$ cat src/rtl/compy_pkg.sv
// Shared types for the compy board input conditioners: repeat FSM encoding
// and a counter width helper sized from the longest cycle parameter.
package compy_pkg;

    typedef enum logic [1:0] {
        RPT_IDLE   = 2'd0,
        RPT_DELAY  = 2'd1,
        RPT_REPEAT = 2'd2
    } rpt_state_t;

    // One counter width serves every window: it must hold max(a,b,c)-1.
    function automatic int cnt_width(input int a, input int b, input int c);
        int m;
        m = a;
        if (b > m) m = b;
        if (c > m) m = c;
        return (m < 2) ? 1 : $clog2(m);
    endfunction

endpackage

$ cat src/rtl/debounce_channel.sv
// One conditioner: 2-FF synchroniser, polarity normalise, debounce window, typematic repeat.
// Latency: 2 + DEBOUNCE_CYCLES edges from pin change to press/release; no backpressure.
module debounce_channel
    import compy_pkg::*;
#(
    parameter int ACTIVE_LOW      = 1,
    parameter int DEBOUNCE_CYCLES = 500000,
    parameter int REPEAT_DELAY    = 25000000,
    parameter int REPEAT_PERIOD   = 5000000
) (
    input  logic clk,
    input  logic reset_n,
    input  logic pin,
    input  logic repeat_en,
    output logic pressed,
    output logic press_evt,
    output logic release_evt,
    output logic repeat_evt
);

    localparam int CW = cnt_width(DEBOUNCE_CYCLES, REPEAT_DELAY, REPEAT_PERIOD);
    localparam logic IDLE_PIN = (ACTIVE_LOW != 0);
    localparam logic [CW-1:0] DEB_LAST = CW'(DEBOUNCE_CYCLES - 1);
    localparam logic [CW-1:0] RD_LAST  = CW'(REPEAT_DELAY - 1);
    localparam logic [CW-1:0] RP_LAST  = CW'(REPEAT_PERIOD - 1);

    logic [1:0]    sync;
    logic          lvl;
    logic          differ;
    logic          accept;
    logic          acc_press;
    logic          acc_release;
    logic [CW-1:0] deb_cnt;
    logic [CW-1:0] rpt_cnt;
    rpt_state_t    state;

    // Resetting to the idle level keeps reset release from looking like a press.
    always_ff @(posedge clk or negedge reset_n) begin
        if (!reset_n) begin
            sync <= {2{IDLE_PIN}};
        end else begin
            sync <= {sync[0], pin};
        end
    end

    always_comb begin
        lvl         = sync[1] ^ IDLE_PIN;
        differ      = (lvl != pressed);
        accept      = differ && (deb_cnt == DEB_LAST);
        acc_press   = accept && !pressed;
        acc_release = accept && pressed;
    end

    // Any agreeing cycle wipes the count, so glitches earn no partial credit.
    always_ff @(posedge clk or negedge reset_n) begin
        if (!reset_n) begin
            deb_cnt     <= '0;
            pressed     <= 1'b0;
            press_evt   <= 1'b0;
            release_evt <= 1'b0;
        end else begin
            press_evt   <= acc_press;
            release_evt <= acc_release;
            if (!differ) begin
                deb_cnt <= '0;
            end else if (accept) begin
                deb_cnt <= '0;
                pressed <= ~pressed;
            end else begin
                deb_cnt <= deb_cnt + CW'(1);
            end
        end
    end

    always_ff @(posedge clk or negedge reset_n) begin
        if (!reset_n) begin
            state      <= RPT_IDLE;
            rpt_cnt    <= '0;
            repeat_evt <= 1'b0;
        end else begin
            repeat_evt <= 1'b0;
            if (acc_release) begin
                // Release wins over a coincident repeat expiry.
                state   <= RPT_IDLE;
                rpt_cnt <= '0;
            end else begin
                case (state)
                    RPT_IDLE: begin
                        if (acc_press) begin
                            state   <= RPT_DELAY;
                            rpt_cnt <= '0;
                        end
                    end
                    RPT_DELAY: begin
                        if (!repeat_en) begin
                            rpt_cnt <= '0;
                        end else if (rpt_cnt == RD_LAST) begin
                            repeat_evt <= 1'b1;
                            rpt_cnt    <= '0;
                            state      <= RPT_REPEAT;
                        end else begin
                            rpt_cnt <= rpt_cnt + CW'(1);
                        end
                    end
                    RPT_REPEAT: begin
                        if (!repeat_en) begin
                            rpt_cnt <= '0;
                            state   <= RPT_DELAY;
                        end else if (rpt_cnt == RP_LAST) begin
                            repeat_evt <= 1'b1;
                            rpt_cnt    <= '0;
                        end else begin
                            rpt_cnt <= rpt_cnt + CW'(1);
                        end
                    end
                    default: begin
                        state   <= RPT_IDLE;
                        rpt_cnt <= '0;
                    end
                endcase
            end
        end
    end

endmodule

$ cat src/rtl/debounce_bank.sv
// Bank of independent debounce/auto-repeat channels between board pins and the system.
// Latency: 2 + DEBOUNCE_CYCLES edges per accepted level change; no backpressure.
module debounce_bank
    import compy_pkg::*;
#(
    parameter int CHANNELS        = 5,
    parameter int ACTIVE_LOW      = 1,
    parameter int DEBOUNCE_CYCLES = 500000,
    parameter int REPEAT_DELAY    = 25000000,
    parameter int REPEAT_PERIOD   = 5000000
) (
    input  logic                clk,
    input  logic                reset_n,
    input  logic [CHANNELS-1:0] pins,
    input  logic [CHANNELS-1:0] repeat_en,
    output logic [CHANNELS-1:0] pressed,
    output logic [CHANNELS-1:0] press_evt,
    output logic [CHANNELS-1:0] release_evt,
    output logic [CHANNELS-1:0] repeat_evt,
    output logic                any_pressed
);

    for (genvar g = 0; g < CHANNELS; g++) begin : g_ch
        debounce_channel #(
            .ACTIVE_LOW      (ACTIVE_LOW),
            .DEBOUNCE_CYCLES (DEBOUNCE_CYCLES),
            .REPEAT_DELAY    (REPEAT_DELAY),
            .REPEAT_PERIOD   (REPEAT_PERIOD)
        ) u_ch (
            .clk         (clk),
            .reset_n     (reset_n),
            .pin         (pins[g]),
            .repeat_en   (repeat_en[g]),
            .pressed     (pressed[g]),
            .press_evt   (press_evt[g]),
            .release_evt (release_evt[g]),
            .repeat_evt  (repeat_evt[g])
        );
    end

    // Derived only from registered levels, so nothing from pins reaches it combinationally.
    assign any_pressed = |pressed;

endmodule

$ cat config.mk
export PLATFORM = sky130hd
export DESIGN_NAME = debounce_bank
export DESIGN_NICKNAME = d
export VERILOG_FILES = /design/src/rtl/compy_pkg.sv /design/src/rtl/debounce_channel.sv /design/src/rtl/debounce_bank.sv
export SDC_FILE = /design/constraint.sdc
export NUM_CORES = 1
export LEC_CHECK = 0
export CORE_MARGIN = 2
export CORE_UTILIZATION = 40
export CTS_BUF_LIST = sky130_fd_sc_hd__clkbuf_4 sky130_fd_sc_hd__clkbuf_8 sky130_fd_sc_hd__clkbuf_16
export DETAILED_ROUTE_END_ITERATION = 12
export PLACE_DENSITY_LB_ADDON = 0.05
export SETUP_SLACK_MARGIN = 0.02
export SYNTH_ARGS = -nofsm -noshare
export SYNTH_HDL_FRONTEND = slang
export SYNTH_SLANG_ARGS = --single-unit
$ cat constraint.sdc
create_clock -name clk -period 2.9 [get_ports clk]
set_clock_uncertainty 0.15 [all_clocks]
set_input_delay 0.435 -clock clk [delete_from_list [all_inputs] [get_ports clk]]
set_output_delay 0.435 -clock clk [all_outputs]
set_load 0.01 [all_outputs]
Word level (Yosys, flattened, before mapping)
Index checks and enable logic that the tools add are counted. Widths: inputs -> output; s select.

$add $sub $neg: 10. Equal/unequal tests: 50. Bitwise logic cells: 10. Reduce and logical (&&, ||, !) cells: 36. Muxes and demuxes: 105.

Operators with widths (count): $mux 25 (40); $pmux 25 s3 (5); $add 25x1->25 const B (10); $eq 25x19->1 const B (5); $eq 25x23->1 const B (5); $eq 25x25->1 const B (5); $mux 2 (25); $ne 3x1->1 const B (10); $ne 3x2->1 const B (10); $pmux 2 s3 (5); $mux 1 (25); $reduce_and 4->1 (5); $logic_and 1x1->1 (15); $eq 2x1->1 const B (5); $eq 2x2->1 const B (5); $logic_not 2->1 (5); $not 1->1 (10); $pmux 1 s2 (5); $reduce_and 2->1 (5); $logic_not 1->1 (5); $ne 1x1->1 (5); $reduce_or 5->1 (1).

Register bits after elaboration: 290. Bits of input ports: 12. Output and inout port bits: 21.

Longest topological paths before layout
Depth after elaboration: 7. Gate-level depth with buffers: 9. Gate-level depth less buffers: 7.

Hierarchy
From an unflattened synthesis, not the netlist that was laid out.

Cells, all modules: 1710. Area, all modules: 15780.1 um2.

By module, submodules not included: debounce_channel (g_ch[0].u_ch ...) (area each 3153.0 um2, cells an instance 343, times used 4); debounce_channel (g_ch[4].u_ch) (area each 3155.5 um2, cells an instance 335, times used 1); debounce_bank (area each 12.5 um2, cells an instance 3, times used 1).

Worst setup path after synthesis
Ideal clock, no wire load.

Kind: register -> register. Start point: register g_ch[2].u_ch.rpt_cnt[20]. End point: register g_ch[2].u_ch.rpt_cnt[23]. Required time: 2.621 ns. Period minus slack after synthesis: 2.459 ns. Setup time: 0.129 ns. Cell stages (with the launch flop): 10. Setup slack: 0.441 ns. Arrival time: 2.180 ns. Path buffers: 3. Path through: dfrtp_1 buf_6 or4_1 or4_1 o21ai_1 a21oi_1 buf_6 buf_6 a22oi_1 o31ai_1.

Cells in the longest elaborated chain, start to end: 5.

RTL lines: start, declared (RTL line debounce_channel.sv:34) `logic [CW-1:0] rpt_cnt;`; start signal, assigned (RTL line debounce_channel.sv:102) `rpt_cnt <= rpt_cnt + CW'(1);`; start signal, assigned (RTL line debounce_channel.sv:113) `rpt_cnt <= rpt_cnt + CW'(1);`; $add 25x1->25 (tied with other cells) (RTL line debounce_channel.sv:102, debounce_channel.sv:113); $mux 25, on equally long branches (RTL line debounce_channel.sv:109, debounce_channel.sv:97); $mux 25, on equally long branches (RTL line debounce_channel.sv:106, debounce_channel.sv:95); $pmux 25 s3 (*) (RTL line debounce_channel.sv:87) `case (state)`; $mux 25 (*) (RTL line debounce_channel.sv:82) `if (acc_release) begin`.

Every way passes the cells marked *; elsewhere a longest branch is shown, timed or not. A chain may end at the register's enable or synchronous reset.

Worst setup path after layout
Start point: register g_ch[4].u_ch.rpt_cnt[20]. End point: register g_ch[4].u_ch.rpt_cnt[11].

Cells in the longest elaborated chain, start to end: 5.

RTL lines (RTL line): start, declared (debounce_channel.sv:34); start signal, assigned (debounce_channel.sv:102); start signal, assigned (debounce_channel.sv:113); $eq 25x23->1 / $eq 25x25->1 (equally long branches) (debounce_channel.sv:109, debounce_channel.sv:97); $mux 25, on equally long branches (debounce_channel.sv:109, debounce_channel.sv:97); $mux 25, on equally long branches (debounce_channel.sv:106, debounce_channel.sv:95); $pmux 25 s3 (*) (debounce_channel.sv:87); $mux 25 (*) (debounce_channel.sv:82).

Marks and branches as above.

==> qor.yml <==
run_status:
  status: "finished clean"
cells_and_area:
  syn_to_final_growth_pct: 14.9
  layout_commonest_cell: "dfrtp_1"
  fillers: 3700
  diodes: 0
  nets: 1773
  drive_gt1_share_pct: 10.0
  fin_area_um2: 17800
  final_cells: 2274
  layout_common_cells: "dfrtp_1, nor2_1, nand2_1"
detailed_routing:
  vias_per_cell: 5.41
  firstDrtPassIters: 5
  wl_per_cell_um: 15.6
  drt_wl_total_mm: 35.4
  drcViolationCount: 0
  dr_total_vias: 12300
  drt_iter0_markers: 577
  ant_nets: 0
setup_path:
  worstPathArrival_ns: 2.95
  worst_setup_path_start_kind: "flip-flop"
  endpoint_kind: "flip-flop"
  crit_fanout: 17
  regToRegSetupSlack_ns: 0.18
  worst_r2r_endpoint: "g_ch[4].u_ch.rpt_cnt[11]"
  ff2ff_path_depth: 6
  worstSetupPathType: "reg -> reg"
  crit_required_ns: 3.14
  r2r_start: "g_ch[4].u_ch.rpt_cnt[20]"
pwr:
  power_density_nw_per_um2: 517
  cellLeakagePower_uw: 0.00749
  peakVddDrop_mv: 0.438
  p_total_uw: 9200
yosys:
  synth_area_leader_cell: "dfrtp_1"
  synth_top_area_share_pct: 45.3
  syn_nets: 1717
  synthArstFlopShare_pct: 100
  synthFlopType: "dfrtp_1"
  synthCells: 1675
  yosys_warnings: 0
  syn_area_per_cell_um2: 9.23
  yosysUniqueCellTypes: 69
  ys_seq_area_share_pct: 47.0
  synth_top_cells_by_area: "dfrtp_1, nand3_1, nor2_1"
  syn_area_um2: 15500
  ys_ff_latch: 290
  synth_edf_count: 0
clock_tree:
  clock-sinks: 290
  insertion_delay_ns: 0.54
  numCtsBuffers: 37
  cts_setup_buffers: 0
  cts.htree.levels: 2
  clk_pin_slew_ns: 0.06
  cts_root_buf: "clkbuf_16"
  cts_tree: "yes"
  cts.path.max_buffers: 3
timing:
  fin_crit_sh_pct: 93.7
  slew_violations: 0
  tightest_slew_ns: 0.741
  max-slew-margin-rel_pct: 50.5
  rsz0062_at_grt: "no"
  period_needed_ns: 2.72
  setup_viol: 0
  hold_viol: 0
  max_freq_mhz: 368
global_routing:
  grt_pass1_wl_mm: 61.4
  grt_max_degree: 57
  grt_pass1_vias: 12100
  grt_usage_pct: 18.1
  antenna_found_initial: 0
  overflow: 0
floorplanning:
  core_um2: 38400
  die_y_um: 201
  die-area_um2: 40200
  fp-row-count: 72
  die_w_um: 201
  io_pins: 33
  initial_core_util_pct: 40.3
placed_design:
  dp.cells: 2209
  gp_congestion: 0.810
  io_buffers: 32
  placed_area_um2: 16600
  hpwl_mm: 23.9
worst_hold_path:
  min-delay-start: "pins[0]"
  hp-class: "in -> reg"
  hold_depth: 1
  min_to: "g_ch[0].u_ch.sync[0]"
flow_run:
  drv_cap: 0
-- flip-flops by register name, summed over array words and instances (netlist names) --
register               cells
g_ch.u_ch.state           10
g_ch.u_ch.press_evt        5
g_ch.u_ch.sync            10
g_ch.u_ch.repeat_evt       5
g_ch.u_ch.rpt_cnt        125
g_ch.u_ch.deb_cnt        125
g_ch.u_ch.pressed          5
g_ch.u_ch.release_evt      5
-- stage by stage --
step                      setup slack (ns)  setup TNS (ns)  hold WS, ns  utilization [%]
after CTS                            0.137               0        0.116             46.3
final                                0.184               0        0.149             46.3
after global routing                0.0321               0        0.130             46.3
after global placement              0.0957               0        0.197             43.1
after detailed placement           -0.0209         -0.0209        0.197             43.1
after floorplan                      0.441               0      -0.0106                -
-- logic make-up (layout without fill, tap and decap cells) --
logic type	after synthesis	after routing	share of synthesized area, %
simple gates	872	872	29.0
flops	290	290	47.0
compound gates	211	211	9.37
xor+xnor	132	132	7.48
buf+inv	127	208	3.88
fa+ha+maj	30	30	2.43
mux	13	13	0.858
-- final cells by class --
cell class	count	area [µm²]	share of cell area [%]
clock inverter	9	72.6	0.408
sequential	290	7270	40.9
clock buffer	55	1110	6.25
tap	518	648	3.65
timing repair buffer	99	881	4.96
inverter	45	169	0.951
multi-input combinational	1258	7620	42.9
-- cells in the mapped netlist (4+ instances only) --
master,number
nor2b_1,6
a22oi_1,8
or4_1,18
ha_1,30
o21ai_0,43
mux2i_1,11
o21a_1,4
buf_4,20
o31a_1,5
nor4_1,34
inv_1,45
dfstp_2,10
o22ai_1,4
a21o_1,9
buf_1,4
a211o_1,4
o31ai_1,20
xnor2_1,56
a31oi_1,17
nor3_1,38
nand4_1,74
and3_1,26
buf_6,5
o311ai_0,19
dfrtp_1,280
buf_2,9
o211ai_1,8
nor4b_1,11
nor4bb_1,7
or2_2,16
nand3_1,158
nor2_1,191
o311ai_1,10
clkbuf_1,44
and2_1,24
a21oi_1,32
nand2_1,186
a211oi_1,4
xor2_1,76
and4_1,31
a22o_1,6
or3_1,32
-- worst max-delay path by stage --
stage | from | to | slack (ns) | cells after the start
floorplan | g_ch[2].u_ch.rpt_cnt[20] | g_ch[2].u_ch.rpt_cnt[23] | 0.44 | 9
global placement | g_ch[0].u_ch.rpt_cnt[0] | g_ch[0].u_ch.rpt_cnt[23] | 0.1 | 7
detailed placement | g_ch[0].u_ch.rpt_cnt[1] | g_ch[0].u_ch.rpt_cnt[23] | -0.02 | 7
CTS | g_ch[4].u_ch.rpt_cnt[20] | g_ch[4].u_ch.rpt_cnt[11] | 0.14 | 6
global route | g_ch[4].u_ch.rpt_cnt[20] | g_ch[4].u_ch.rpt_cnt[21] | 0.03 | 6
finish | g_ch[4].u_ch.rpt_cnt[20] | g_ch[4].u_ch.rpt_cnt[11] | 0.18 | 6
-- per-layer routing --
layer / share of wire [%] / wire (µm) / vias up / GRT usage [%]
li1: - / - / 6144 / -
met1: 49 / 17300 / 5954 / 24.9
met2: 46 / 16100 / 134 / 29.1
met3: 3.3 / 1160 / 59 / 3.46
met4: 2.5 / 884 / 0 / 5.42
met5: 0 / 0 / - / 0
-- power by group --
group / switching, µW / total [µW] / internal (µW)
registers: 42.7 / 4140 / 4100
clock network: 1760 / 4490 / 2730
logic: 382 / 558 / 176
-- what timing repair did --
action,in CTS,in global routing
setup endpoints to repair,3,13
hold buffers,1,0
pin swaps,0,0
hold endpoints to repair,41,0
resized for setup,1,4
-- worst max-delay path, cell delays in order (launching register included) --
cell      delay [ns]
dfrtp_1         0.38
or4_1           0.52
nor4_1          0.50
a31oi_1         0.21
o21ba_4         0.31
nand2_2         0.29
o311ai_0        0.19
Note: power is estimated with default switching activity, not from simulation.
